## config.mk

```make
export PLATFORM = sky130hd
export DESIGN_NAME = scene_render_flat
export DESIGN_NICKNAME = d
export VERILOG_FILES = /design/src/rtl/scene_pkg.sv /design/src/rtl/scene_render_if.sv /design/src/rtl/score_bcd.sv /design/src/rtl/scene_render.sv /design/src/flat_wrapper.sv
export SDC_FILE = /design/constraint.sdc
export NUM_CORES = 1
export LEC_CHECK = 0
export BUFFER_PORTS_ARGS = -buffer_cell sky130_fd_sc_hd__buf_2
export CORE_ASPECT_RATIO = 0.75
export CORE_MARGIN = 2
export CORE_UTILIZATION = 50
export DETAILED_ROUTE_END_ITERATION = 16
export GPL_TIMING_DRIVEN = 0
export PLACE_DENSITY = 0.78
export SYNTH_ARGS = -nofsm -noshare
export SYNTH_HDL_FRONTEND = slang
export SYNTH_HIERARCHICAL = 1
export SYNTH_SLANG_ARGS = --single-unit
```

## constraint.sdc

```tcl
create_clock -name clk -period 11.6 [get_ports clk]
set_input_delay 1.16 -clock clk [delete_from_list [all_inputs] [get_ports clk]]
set_output_delay 1.16 -clock clk [all_outputs]
set_load 0.03 [all_outputs]
```

## src/rtl/scene_pkg.sv

```systemverilog
// Shared constants, colour palette and 3x5 digit glyph ROM for the scene compositor.
package scene_pkg;

   typedef logic [11:0] rgb_t;

   typedef enum logic [1:0] {
      ST_PLAY   = 2'b00,
      ST_START1 = 2'b01,
      ST_START2 = 2'b10
   } status_e;

   localparam logic [10:0] BIRD_X   = 11'd40;
   localparam logic [10:0] BIRD_W   = 11'd16;
   localparam logic [10:0] PIPE_W   = 11'd50;
   localparam logic [10:0] CAP_H    = 11'd8;
   localparam logic [10:0] CAP_OUT  = 11'd4;
   localparam logic [10:0] COIN_W   = 11'd16;
   localparam logic [10:0] GROUND_Y = 11'd16;

   localparam rgb_t C_BIRD_UP = 12'hFF0;
   localparam rgb_t C_BIRD_DN = 12'hF80;
   localparam rgb_t C_COIN    = 12'hFD0;
   localparam rgb_t C_PIPE    = 12'h0A0;
   localparam rgb_t C_CAP     = 12'h0F0;
   localparam rgb_t C_GROUND  = 12'h840;
   localparam rgb_t C_SKY     = 12'h6CF;
   localparam rgb_t C_TINT    = 12'h348;
   localparam rgb_t C_DIGIT   = 12'hFFF;

   // Row 0 is the top of the glyph; bit 2 of the returned row is the leftmost column.
   function automatic logic [2:0] glyphRow(input logic [3:0] digit, input logic [2:0] row);
      logic [14:0] g;
      logic [2:0]  bits;
      case (digit)
         4'd0:    g = 15'b111_101_101_101_111;
         4'd1:    g = 15'b010_110_010_010_111;
         4'd2:    g = 15'b111_001_111_100_111;
         4'd3:    g = 15'b111_001_111_001_111;
         4'd4:    g = 15'b101_101_111_001_001;
         4'd5:    g = 15'b111_100_111_001_111;
         4'd6:    g = 15'b111_100_111_101_111;
         4'd7:    g = 15'b111_001_001_001_001;
         4'd8:    g = 15'b111_101_111_101_111;
         4'd9:    g = 15'b111_101_111_001_111;
         default: g = 15'b0;
      endcase
      case (row)
         3'd0:    bits = g[14:12];
         3'd1:    bits = g[11:9];
         3'd2:    bits = g[8:6];
         3'd3:    bits = g[5:3];
         3'd4:    bits = g[2:0];
         default: bits = 3'b000;
      endcase
      return bits;
   endfunction

endpackage

```

## src/rtl/scene_render_if.sv

```systemverilog
// Pixel-timing, game-state and video-output bundle between game logic, scene_render and the VGA driver.
interface scene_render_if;
   import scene_pkg::*;

   logic        i_pixEn;
   logic        i_frameStart;
   logic [9:0]  i_pixX;
   logic [9:0]  i_pixY;
   logic        i_videoOn;
   logic [1:0]  i_status;
   logic [15:0] i_score;
   logic [15:0] i_birdY;
   logic [31:0] i_pipe1;
   logic [31:0] i_pipe2;
   logic [31:0] i_pipe3;
   logic [31:0] i_coin;
   rgb_t        o_rgb;
   logic        o_snapDone;

   modport slave (
      input  i_pixEn, i_frameStart, i_pixX, i_pixY, i_videoOn, i_status, i_score,
             i_birdY, i_pipe1, i_pipe2, i_pipe3, i_coin,
      output o_rgb, o_snapDone
   );

   modport master (
      output i_pixEn, i_frameStart, i_pixX, i_pixY, i_videoOn, i_status, i_score,
             i_birdY, i_pipe1, i_pipe2, i_pipe3, i_coin,
      input  o_rgb, o_snapDone
   );
endinterface

```

## src/rtl/score_bcd.sv

```systemverilog
// Iterative double-dabble: 16-bit binary to 5 BCD digits, done pulses 17 clocks after start.
module score_bcd (
   input  logic        clk,
   input  logic        rst,
   input  logic        i_start,
   input  logic [15:0] i_bin,
   output logic [19:0] o_bcd,
   output logic        o_done
);
   logic [15:0] r_bin;
   logic [19:0] r_acc;
   logic [4:0]  r_cnt;
   logic        r_busy;
   logic        r_done;
   logic [19:0] w_adj;
   logic        w_unusedMsb;

   always_comb begin
      w_adj = r_acc;
      for (int i = 0; i < 5; i++) begin
         if (r_acc[i*4 +: 4] >= 4'd5) w_adj[i*4 +: 4] = r_acc[i*4 +: 4] + 4'd3;
      end
   end

   assign w_unusedMsb = w_adj[19];

   // A start while busy simply reloads, restarting the conversion.
   always_ff @(posedge clk or posedge rst) begin
      if (rst) begin
         r_bin  <= '0;
         r_acc  <= '0;
         r_cnt  <= '0;
         r_busy <= 1'b0;
         r_done <= 1'b0;
      end else begin
         r_done <= 1'b0;
         if (i_start) begin
            r_bin  <= i_bin;
            r_acc  <= '0;
            r_cnt  <= '0;
            r_busy <= 1'b1;
         end else if (r_busy) begin
            if (r_cnt == 5'd16) begin
               r_busy <= 1'b0;
               r_done <= 1'b1;
            end else begin
               r_acc <= {w_adj[18:0], r_bin[15]};
               r_bin <= {r_bin[14:0], 1'b0};
               r_cnt <= r_cnt + 5'd1;
            end
         end
      end
   end

   assign o_bcd  = r_acc;
   assign o_done = r_done;
endmodule

```

## src/rtl/scene_render.sv

```systemverilog
// Frame-snapshot pixel compositor, 2-strobe pipeline to 12-bit RGB.
// Optional score overlay enabled by defining SCORE_OVERLAY_EN.
module scene_render
   import scene_pkg::*;
(
   input  logic           clk,
   input  logic           rst,
   scene_render_if.slave  bus
);
   logic [1:0]  r_status;
   logic [15:0] r_score;
   logic [15:0] r_birdY;
   logic [31:0] r_pipe [3];
   logic [31:0] r_coin;
   logic        r_frameOk;
   logic        r_snapDone;

   logic r_hitBird, r_hitCoin, r_hitPipe, r_hitCap, r_hitGround, r_hitDigit;
   logic r_vid1, r_rising1, r_tint1;
   rgb_t r_rgb;

   logic [10:0] w_x, w_gy, w_by, w_cx, w_cy;
   logic        w_hitBird, w_hitCoin, w_hitGround, w_hitDigit;
   logic [1:0]  w_pipeHits;
   rgb_t        w_color;
   logic        w_unused;

   // Returns {cap, body}; caps sit in the gap, against each edge, overhanging the body.
   function automatic logic [1:0] pipeHit(input logic [10:0] x, input logic [10:0] gy,
                                          input logic [27:0] p);
      logic [10:0] px, py, pe;
      logic        body, cap;
      px   = {1'b0, p[19:10]};
      py   = {1'b0, p[9:0]};
      pe   = py + {3'b000, p[27:20]};
      body = (x >= px) && (x < px + PIPE_W) && ((gy < py) || (gy >= pe));
      cap  = (x + CAP_OUT >= px) && (x < px + PIPE_W + CAP_OUT) &&
             (((gy >= py) && (gy < py + CAP_H)) || ((gy + CAP_H >= pe) && (gy < pe)));
      return {cap, body};
   endfunction

   always_ff @(posedge clk or posedge rst) begin
      if (rst) begin
         r_status   <= '0;
         r_score    <= '0;
         r_birdY    <= '0;
         for (int i = 0; i < 3; i++) r_pipe[i] <= '0;
         r_coin     <= '0;
         r_frameOk  <= 1'b0;
         r_snapDone <= 1'b0;
      end else begin
         r_snapDone <= bus.i_frameStart;
         if (bus.i_frameStart) begin
            r_status  <= bus.i_status;
            r_score   <= bus.i_score;
            r_birdY   <= bus.i_birdY;
            r_pipe[0] <= bus.i_pipe1;
            r_pipe[1] <= bus.i_pipe2;
            r_pipe[2] <= bus.i_pipe3;
            r_coin    <= bus.i_coin;
            r_frameOk <= 1'b1;
         end
      end
   end

   assign w_x  = {1'b0, bus.i_pixX};
   assign w_gy = 11'd479 - {1'b0, bus.i_pixY};
   assign w_by = {1'b0, r_birdY[9:0]};
   assign w_cx = {1'b0, r_coin[9:0]};
   assign w_cy = {1'b0, r_coin[19:10]};

   assign w_hitBird   = (w_x >= BIRD_X) && (w_x < BIRD_X + BIRD_W) &&
                        (w_gy >= w_by) && (w_gy < w_by + BIRD_W);
   assign w_hitCoin   = r_coin[31] && (w_x >= w_cx) && (w_x < w_cx + COIN_W) &&
                        (w_gy >= w_cy) && (w_gy < w_cy + COIN_W);
   assign w_hitGround = (w_gy < GROUND_Y);
   assign w_pipeHits  = pipeHit(w_x, w_gy, r_pipe[0][27:0]) |
                        pipeHit(w_x, w_gy, r_pipe[1][27:0]) |
                        pipeHit(w_x, w_gy, r_pipe[2][27:0]);

`ifdef SCORE_OVERLAY_EN
   logic [19:0] w_bcd, r_digits;
   logic        w_bcdDone;
   logic [10:0] w_dx, w_dy;
   logic [3:0]  w_nib;
   logic [2:0]  w_glyph;
   logic        w_unusedDig;

   score_bcd u_bcd (
      .clk     (clk),
      .rst     (rst),
      .i_start (r_snapDone),
      .i_bin   (r_score),
      .o_bcd   (w_bcd),
      .o_done  (w_bcdDone)
   );

   // Old digits stay on screen while a conversion is in flight.
   always_ff @(posedge clk or posedge rst) begin
      if (rst)            r_digits <= '0;
      else if (w_bcdDone) r_digits <= w_bcd;
   end

   assign w_dx        = w_x - 11'd8;
   assign w_dy        = {1'b0, bus.i_pixY} - 11'd8;
   assign w_unusedDig = ^{w_dx[10:7], w_dx[1:0], w_dy[10:5], w_dy[1:0]};

   always_comb begin
      case (w_dx[6:4])
         3'd0:    w_nib = r_digits[19:16];
         3'd1:    w_nib = r_digits[15:12];
         3'd2:    w_nib = r_digits[11:8];
         3'd3:    w_nib = r_digits[7:4];
         3'd4:    w_nib = r_digits[3:0];
         default: w_nib = 4'd0;
      endcase
      w_glyph    = glyphRow(w_nib, w_dy[4:2]);
      w_hitDigit = 1'b0;
      if ((w_x >= 11'd8) && (w_x < 11'd88) && (bus.i_pixY >= 10'd8) && (bus.i_pixY < 10'd28)) begin
         case (w_dx[3:2])
            2'd0:    w_hitDigit = w_glyph[2];
            2'd1:    w_hitDigit = w_glyph[1];
            2'd2:    w_hitDigit = w_glyph[0];
            default: w_hitDigit = 1'b0;
         endcase
      end
   end

   assign w_unused = ^{r_birdY[14:10], r_pipe[0][31:28], r_pipe[1][31:28],
                       r_pipe[2][31:28], r_coin[30:20], w_unusedDig};
`else
   assign w_hitDigit = 1'b0;
   assign w_unused   = ^{r_score, r_birdY[14:10], r_pipe[0][31:28], r_pipe[1][31:28],
                         r_pipe[2][31:28], r_coin[30:20]};
`endif

   always_ff @(posedge clk or posedge rst) begin
      if (rst) begin
         {r_hitBird, r_hitCoin, r_hitPipe, r_hitCap, r_hitGround, r_hitDigit} <= '0;
         {r_vid1, r_rising1, r_tint1} <= '0;
         r_rgb <= '0;
      end else if (bus.i_pixEn) begin
         r_hitBird   <= w_hitBird;
         r_hitCoin   <= w_hitCoin;
         r_hitPipe   <= w_pipeHits[0];
         r_hitCap    <= w_pipeHits[1];
         r_hitGround <= w_hitGround;
         r_hitDigit  <= w_hitDigit;
         r_vid1      <= bus.i_videoOn;
         r_rising1   <= r_birdY[15];
         r_tint1     <= (r_status != ST_PLAY);
         r_rgb       <= (r_vid1 && r_frameOk) ? w_color : '0;
      end
   end

   always_comb begin
      w_color = r_tint1 ? C_TINT : C_SKY;
      if (r_hitDigit)       w_color = C_DIGIT;
      else if (r_hitBird)   w_color = r_rising1 ? C_BIRD_UP : C_BIRD_DN;
      else if (r_hitCoin)   w_color = C_COIN;
      else if (r_hitCap)    w_color = C_CAP;
      else if (r_hitPipe)   w_color = C_PIPE;
      else if (r_hitGround) w_color = C_GROUND;
   end

   assign bus.o_rgb      = r_rgb;
   assign bus.o_snapDone = r_snapDone;
endmodule

```

## src/flat_wrapper.sv

```systemverilog
// flat-port wrapper written by rule: the top's interface ports become plain ports
module scene_render_flat import scene_pkg::*;
  (clk, rst, bus_i_pixEn, bus_i_frameStart, bus_i_pixX, bus_i_pixY, bus_i_videoOn, bus_i_status, bus_i_score, bus_i_birdY, bus_i_pipe1, bus_i_pipe2, bus_i_pipe3, bus_i_coin, bus_o_rgb, bus_o_snapDone);
  scene_render_if bus_i ();
  input  logic clk;
  input  logic rst;
  input wire logic [$bits(bus_i.i_pixEn)-1:0] bus_i_pixEn;
  input wire logic [$bits(bus_i.i_frameStart)-1:0] bus_i_frameStart;
  input wire logic [$bits(bus_i.i_pixX)-1:0] bus_i_pixX;
  input wire logic [$bits(bus_i.i_pixY)-1:0] bus_i_pixY;
  input wire logic [$bits(bus_i.i_videoOn)-1:0] bus_i_videoOn;
  input wire logic [$bits(bus_i.i_status)-1:0] bus_i_status;
  input wire logic [$bits(bus_i.i_score)-1:0] bus_i_score;
  input wire logic [$bits(bus_i.i_birdY)-1:0] bus_i_birdY;
  input wire logic [$bits(bus_i.i_pipe1)-1:0] bus_i_pipe1;
  input wire logic [$bits(bus_i.i_pipe2)-1:0] bus_i_pipe2;
  input wire logic [$bits(bus_i.i_pipe3)-1:0] bus_i_pipe3;
  input wire logic [$bits(bus_i.i_coin)-1:0] bus_i_coin;
  output wire logic [$bits(bus_i.o_rgb)-1:0] bus_o_rgb;
  output wire logic [$bits(bus_i.o_snapDone)-1:0] bus_o_snapDone;
  assign bus_i.i_pixEn = bus_i_pixEn;
  assign bus_i.i_frameStart = bus_i_frameStart;
  assign bus_i.i_pixX = bus_i_pixX;
  assign bus_i.i_pixY = bus_i_pixY;
  assign bus_i.i_videoOn = bus_i_videoOn;
  assign bus_i.i_status = bus_i_status;
  assign bus_i.i_score = bus_i_score;
  assign bus_i.i_birdY = bus_i_birdY;
  assign bus_i.i_pipe1 = bus_i_pipe1;
  assign bus_i.i_pipe2 = bus_i_pipe2;
  assign bus_i.i_pipe3 = bus_i_pipe3;
  assign bus_i.i_coin = bus_i_coin;
  assign bus_o_rgb = bus_i.o_rgb;
  assign bus_o_snapDone = bus_i.o_snapDone;
  scene_render u_core (.clk(clk), .rst(rst), .bus(bus_i));
endmodule
```

# Word level (Yosys, flattened, before mapping)
# Index checks and enable logic that the tools add are counted.
[totals]
regBits = 156
wordCells = 117
output_inout_bits = 13
[op_classes]
reduce_logical = 33
order_cmp = 39
n_addsub = 18
bitwise_logic = 2
n_mux = 8
[ops]
columns = ["op", "n"]
rows = [
  ["greater-or-equal comparator 11 x 10 -> 1 bit", 8],
  ["< comparator 11 bit", 8],
  ["< comparator 10 x 11 -> 1 bit", 7],
  ["2-to-1 mux 12 bit", 6],
  ["greater-or-equal comparator 11 bit", 6],
  ["greater-or-equal comparator 10 bit", 4],
  ["adder 10 x 4 -> 11 bit, second input constant", 3],
  ["adder 10 x 5 -> 11 bit, second input constant", 3],
  ["adder 10 x 6 -> 11 bit, second input constant", 3],
  ["adder 10 x 8 -> 11 bit", 3],
  ["adder 11 x 3 -> 11 bit, second input constant", 3],
  ["< comparator 11 x 10 -> 1 bit", 3],
  ["logical AND 1 bit", 26],
  ["adder 10 x 3 -> 11 bit, second input constant", 1],
  ["adder 11 x 4 -> 11 bit, second input constant", 1],
  ["< comparator 11 x 5 -> 1 bit, second input constant", 1],
  ["2-to-1 mux 11 bit", 1],
  ["subtractor 9 x 10 -> 11 bit, first input constant", 1],
  ["greater-or-equal comparator 10 x 6 -> 1 bit, second input constant", 1],
  ["< comparator 10 x 6 -> 1 bit, second input constant", 1],
  ["2-to-1 mux 7 bit", 1],
  ["logical OR 1 bit", 6],
  ["bitwise OR 2 bit", 2],
  ["nonzero test 2 bit", 1],
]

# Logic depth before layout (Yosys ltp)
[logic_depth]
depth_word = 8
mapped_depth = 22
ltp_nobuf = 22

# Worst setup path after synthesis
# OpenSTA, ideal clock, no wires.
[synth_path]
kind = "input to register"
startpoint = "in bus_i_pixY[5]"
endpoint = "reg u_core.r_hitCap"
arrival_ns = 4.242
path_stages = 15
setup_ns = 0.095
setup_slack_ns = 7.263
path_buffers = 0
path_cell_list = "ha_1 > xnor2_1 > nand3_1 > xnor2_1 > ha_1 > nand4_1 > a2111oi_0 > a211oi_1 > a211oi_1 > a41oi_1 > a31oi_1 > o221ai_1 > nand3_1 > a21oi_1 > o32ai_2"
[synth_via]
elab_chain_cells = 8
word_cells_on_any_way = 28
cone_classes = "add/sub (2); order compare (12); bitwise (2); reduce/logical (12)"
[synth_lines]
columns = ["element", "line_no", "source"]
rows = [
  ["start: declaration", "flat_wrapper.sv:10", "input wire logic [$bits(bus_i.i_pixY)-1:0] bus_i_pixY;"],
  ["subtractor 9 x 10 -> 11 bit *", "scene_render.sv:67", "assign w_gy = 11'd479 - {1'b0, bus.i_pixY};"],
  ["adder 11 x 4 -> 11 bit", "scene_render.sv:38", "(((gy >= py) && (gy < py + CAP_H)) || ((gy + CAP_H >= pe) && (gy < pe)));"],
  ["greater-or-equal comparator 11 bit", "scene_render.sv:38", ""],
  ["logical AND 1 bit", "scene_render.sv:38", ""],
  ["logical OR 1 bit", "scene_render.sv:38", ""],
  ["logical AND 1 bit", "scene_render.sv:37", "cap = (x + CAP_OUT >= px) && (x < px + PIPE_W + CAP_OUT) &&"],
  ["bitwise OR 2 bit", "scene_render.sv:77", "assign w_pipeHits = pipeHit(w_x, w_gy, r_pipe[0][27:0]) |"],
  ["bitwise OR 2 bit *", "scene_render.sv:78", "pipeHit(w_x, w_gy, r_pipe[1][27:0]) |"],
  ["end signal: assignment", "scene_render.sv:146", "r_hitCap <= w_pipeHits[1];"],
  ["end: declaration", "scene_render.sv:18", "logic r_hitBird, r_hitCoin, r_hitPipe, r_hitCap, r_hitGround, r_hitDigit;"],
]
# Every way passes the cells marked *; elsewhere a longest branch is shown, timed or not.
# A chain may end at the register's enable or synchronous reset.

# Worst setup path after layout
# Same ends and word-level chain as after synthesis.

==> metrics.md <==
| Metric | Value |
|---|---|
| GRT Total Usage | `0.2937` |
| DRC Markers | `0` |
| Worst slew pin tran | `1192 ps` |
| Detailed-route wire length per cell | `19.97 um` |
| Clk Latency, worst-skew pair | `440 ps` |
| GRT overflow | `0` |
| Req. time, crit path | `11930 ps` |
| Remaining antenna violation count | `0` |
| Clk slew on worst S/H paths | `60 ps` |
| Post-synth ARST share | `1.000` |
| CP Cell Sequence | `buf_2 > ha_1 > nand3_1 > xnor2_1 > clkbuf_1 > ha_1 > a21o_1 > a21oi_1 > o21a_1 > a31oi_1 > a211oi_1 > o221ai_1 > nand3_1 > a21oi_1 > o32ai_2` |
| DR vias/cell | `6.077` |
| Syn Inst Count | `1608` |
| Layout cells sized above 1 | `0.1392` |
| Multi-input gate area | `9937 sq um` |
| Rows | `53` |
| Syn-to-layout area delta | `13.72%` |
| Setup violators final | `0` |
| Cts bufs inserted | `17` |
| Worst Reg-to-Reg Cells | `22` |
| Starting Density | `0.5061` |
| Fin. Hold Viols | `0` |
| Top-area cell type share of the netlist area | `0.2618` |
| Design Power | `2.071 mW` |
| Core Footprint | `27850 sq um` |
| VDD IR max | `0.00009526 V` |
| # IOs | `200` |
| Placed Cells | `2121` |
| CTS tree | `yes` |
| Die width | `197.9 um` |
| Worst Hold Depth | `1` |
| Post-synth cell types | `85` |
| Clock tree buffer depth | `2` |
| Critical path peak fanout | `19` |
| Initial antenna violation count | `1` |
| # hold bufs at CTS | `0` |
| Vias in the first global route | `12441` |
| Ys flop type | `dfrtp_1` |
| Leak pwr | `7.734 nW` |
| Synthesized Nets | `2093` |
| Setup TNS | `0 ps` |
| Clock Tree Root | `clkbuf_16` |
| NumNets Final | `2268` |
| Power Dens Cells | `129.2 nW/um^2` |
| Chip height | `149.4 um` |
| Slew margin rel. | `0.2052` |
| Post-synth EDFFs | `0` |
| RSZ-0062 raised after global routing | `false` |
| Post-CTS Resized | `0` |
| Leading area contributor after synthesis | `ha_1` |
| Post-DP HPWL | `33240 um` |
| First-pass GRT wire length | `66860 um` |
| Crit. End Element | `flop` |
| FF/Latch Area | `3453 sq um` |
| Seq/Total Area, Yosys | `0.2450` |
| Setup bufs post-CTS | `0` |
| RePlAce Congestion | `0.9408` |
| Clk_skew | `9.224 ps` |
| Mapped cell area | `14100 sq um` |
| Sink Count | `138` |
| Final min period | `5445 ps` |
| Largest net degree at the start of global routing | `74` |
| Most frequent cells in the layout | `ha_1 (295), buf_2 (157), o21ai_0 (151), inv_1 (147), dfrtp_1 (138)` |
| FMAX | `0.1837 GHz` |
| Critical path type | `input pin to flop` |
| H-Tree Depth | `4` |
| Iteration-0 DRC Markers | `1175` |
| Crit-path max cell delay | `950 ps` |
| Status | `finished, final reports clean` |
| Leading post-synthesis cells by cell area | `ha_1 (26%), dfrtp_1 (24%), o21ai_0 (5.4%)` |
| Drt total wl | `43000 um` |
| Vias | `13083` |
| Final worst-path cycle share | `0.4694` |
| N_diodes | `0` |
| Syn Area/Cell | `8.766 sq um` |
| Cell Count, Final, Fillers Out | `2153` |
| Drt first pass iters | `5` |
| Layout fillers | `2489` |
| Slowest cell on the critical path | `clkbuf_1` |
| Final Max Slew Viols | `0` |
| Die area | `29570 sq um` |
| Port Buffers | `154` |
| Hold/Removal Path Class | `flop to flop` |
| FF+latch count, synth | `138` |
| WP data arrival | `5780 ps` |
| Max-cap viol count | `0` |
| Synth Warn # | `6` |
| WHS | `494.1 ps` |
| Commonest non-fill, non-tap cell in the layout | `ha_1` |
| Worst setup SP type | `input pin` |
final cells by class:
cell class / count / share of cell area
Tap cell: 357 / 0.02786
Inverter: 151 / 0.03567
Multi-Input combinational cell: 1283 / 0.6199
Clock inverter: 11 / 0.01194
Buffer: 36 / 0.009132
Timing Repair Buffer: 156 / 0.05073
Sequential cell: 138 / 0.2154
Clock buffer: 21 / 0.02935
cells in the mapped netlist, types with 3 or more instances:
cell type,n
nor2b_1,16
nand3_1,60
fa_1,3
and2_1,5
xnor2_1,73
a21o_1,34
a41oi_1,4
o41ai_1,3
nor2_1,64
o21a_1,22
a21oi_1,73
o2111ai_1,9
or3_1,7
nand3b_1,3
a211o_1,10
nor3_1,36
a31oi_1,13
o31ai_1,5
o311ai_0,4
clkbuf_1,29
a2111oi_0,11
o21ai_1,4
o22a_1,4
xor2_1,27
buf_2,3
nor4_1,7
and3_1,11
o22ai_1,10
or2_2,4
a32oi_1,3
nand2_1,134
dfrtp_1,138
inv_1,148
nor3b_1,4
o211ai_1,15
nand4_1,14
ha_1,295
mux2_2,36
o21bai_1,8
a211oi_1,26
o21ai_0,151
nand2b_1,21
o221ai_1,5
worst paths after layout:
path,startpoint,to,slack (ps)
max,bus_i_pixY[5],u_core/r_hitCap,6150
min reg2reg,u_core/r_tint1,u_core/bus.o_rgb[2],490
min,u_core/r_tint1,u_core/bus.o_rgb[2],490
min in group asynchronous,rst,u_core/r_birdY[1],850
max in group asynchronous,rst,u_core/bus.o_rgb[9],9950
max reg2reg,u_core/r_pipe[0],u_core/r_hitCap,7050
metal layers:
| layer | global-route usage | wire length (um) |
|---|---|---|
| met1 | 0.4223 | 20250 |
| met2 | 0.4157 | 17280 |
| met5 | 0 | 13 |
| met3 | 0.07753 | 3938 |
| met4 | 0.1180 | 1520 |
stage by stage:
step	util	setup WS (ps)	instance area, sq um
floorplan	-	6744	14100
global placement	0.5498	4953	15310
detailed placement	0.5518	5919	15370
CTS	0.5756	6356	16030
global route	0.5756	5966	16030
finish	0.5756	6155	16030
registers in the layout, indices dropped and copies added, names as in the netlist, 2 cells and up:
signal / cells
u_core/bus.o_rgb: 10
u_core/r_birdY: 11
u_core/r_coin: 21
u_core/r_pipe: 84
u_core/r_status: 2
worst max-delay path, delay by kind of cell:
| family | cells | cell delay (ps) |
|---|---|---|
| buffers and inverters | 2 | 1400 |
| xor gates and xnor gates | 1 | 630 |
| and+or+nand+nor | 2 | 270 |
| adders and majority gates | 2 | 780 |
| AOI/OAI and AO/OA | 8 | 1540 |
logic make-up after synthesis:
| group | Yosys count | share of synthesized area |
|---|---|---|
| AO/OA/AOI/OAI | 446 | 0.2073 |
| XOR/XNOR | 100 | 0.06213 |
| adder cells (fa/ha/maj) | 300 | 0.2675 |
| buffers and inverters | 187 | 0.05059 |
| flip-flops | 138 | 0.2450 |
| multiplexers | 38 | 0.03018 |
| AND/OR/NAND/NOR | 399 | 0.1373 |
report_power, final:
part | total (mW) | switching [mW] | internal, mW
logic | 0.872 | 0.513 | 0.359
registers | 0.576 | 0.0464 | 0.529
clock network | 0.623 | 0.225 | 0.398
total | 2.07 | 0.784 | 1.29
(Power assumes the default switching activity.)
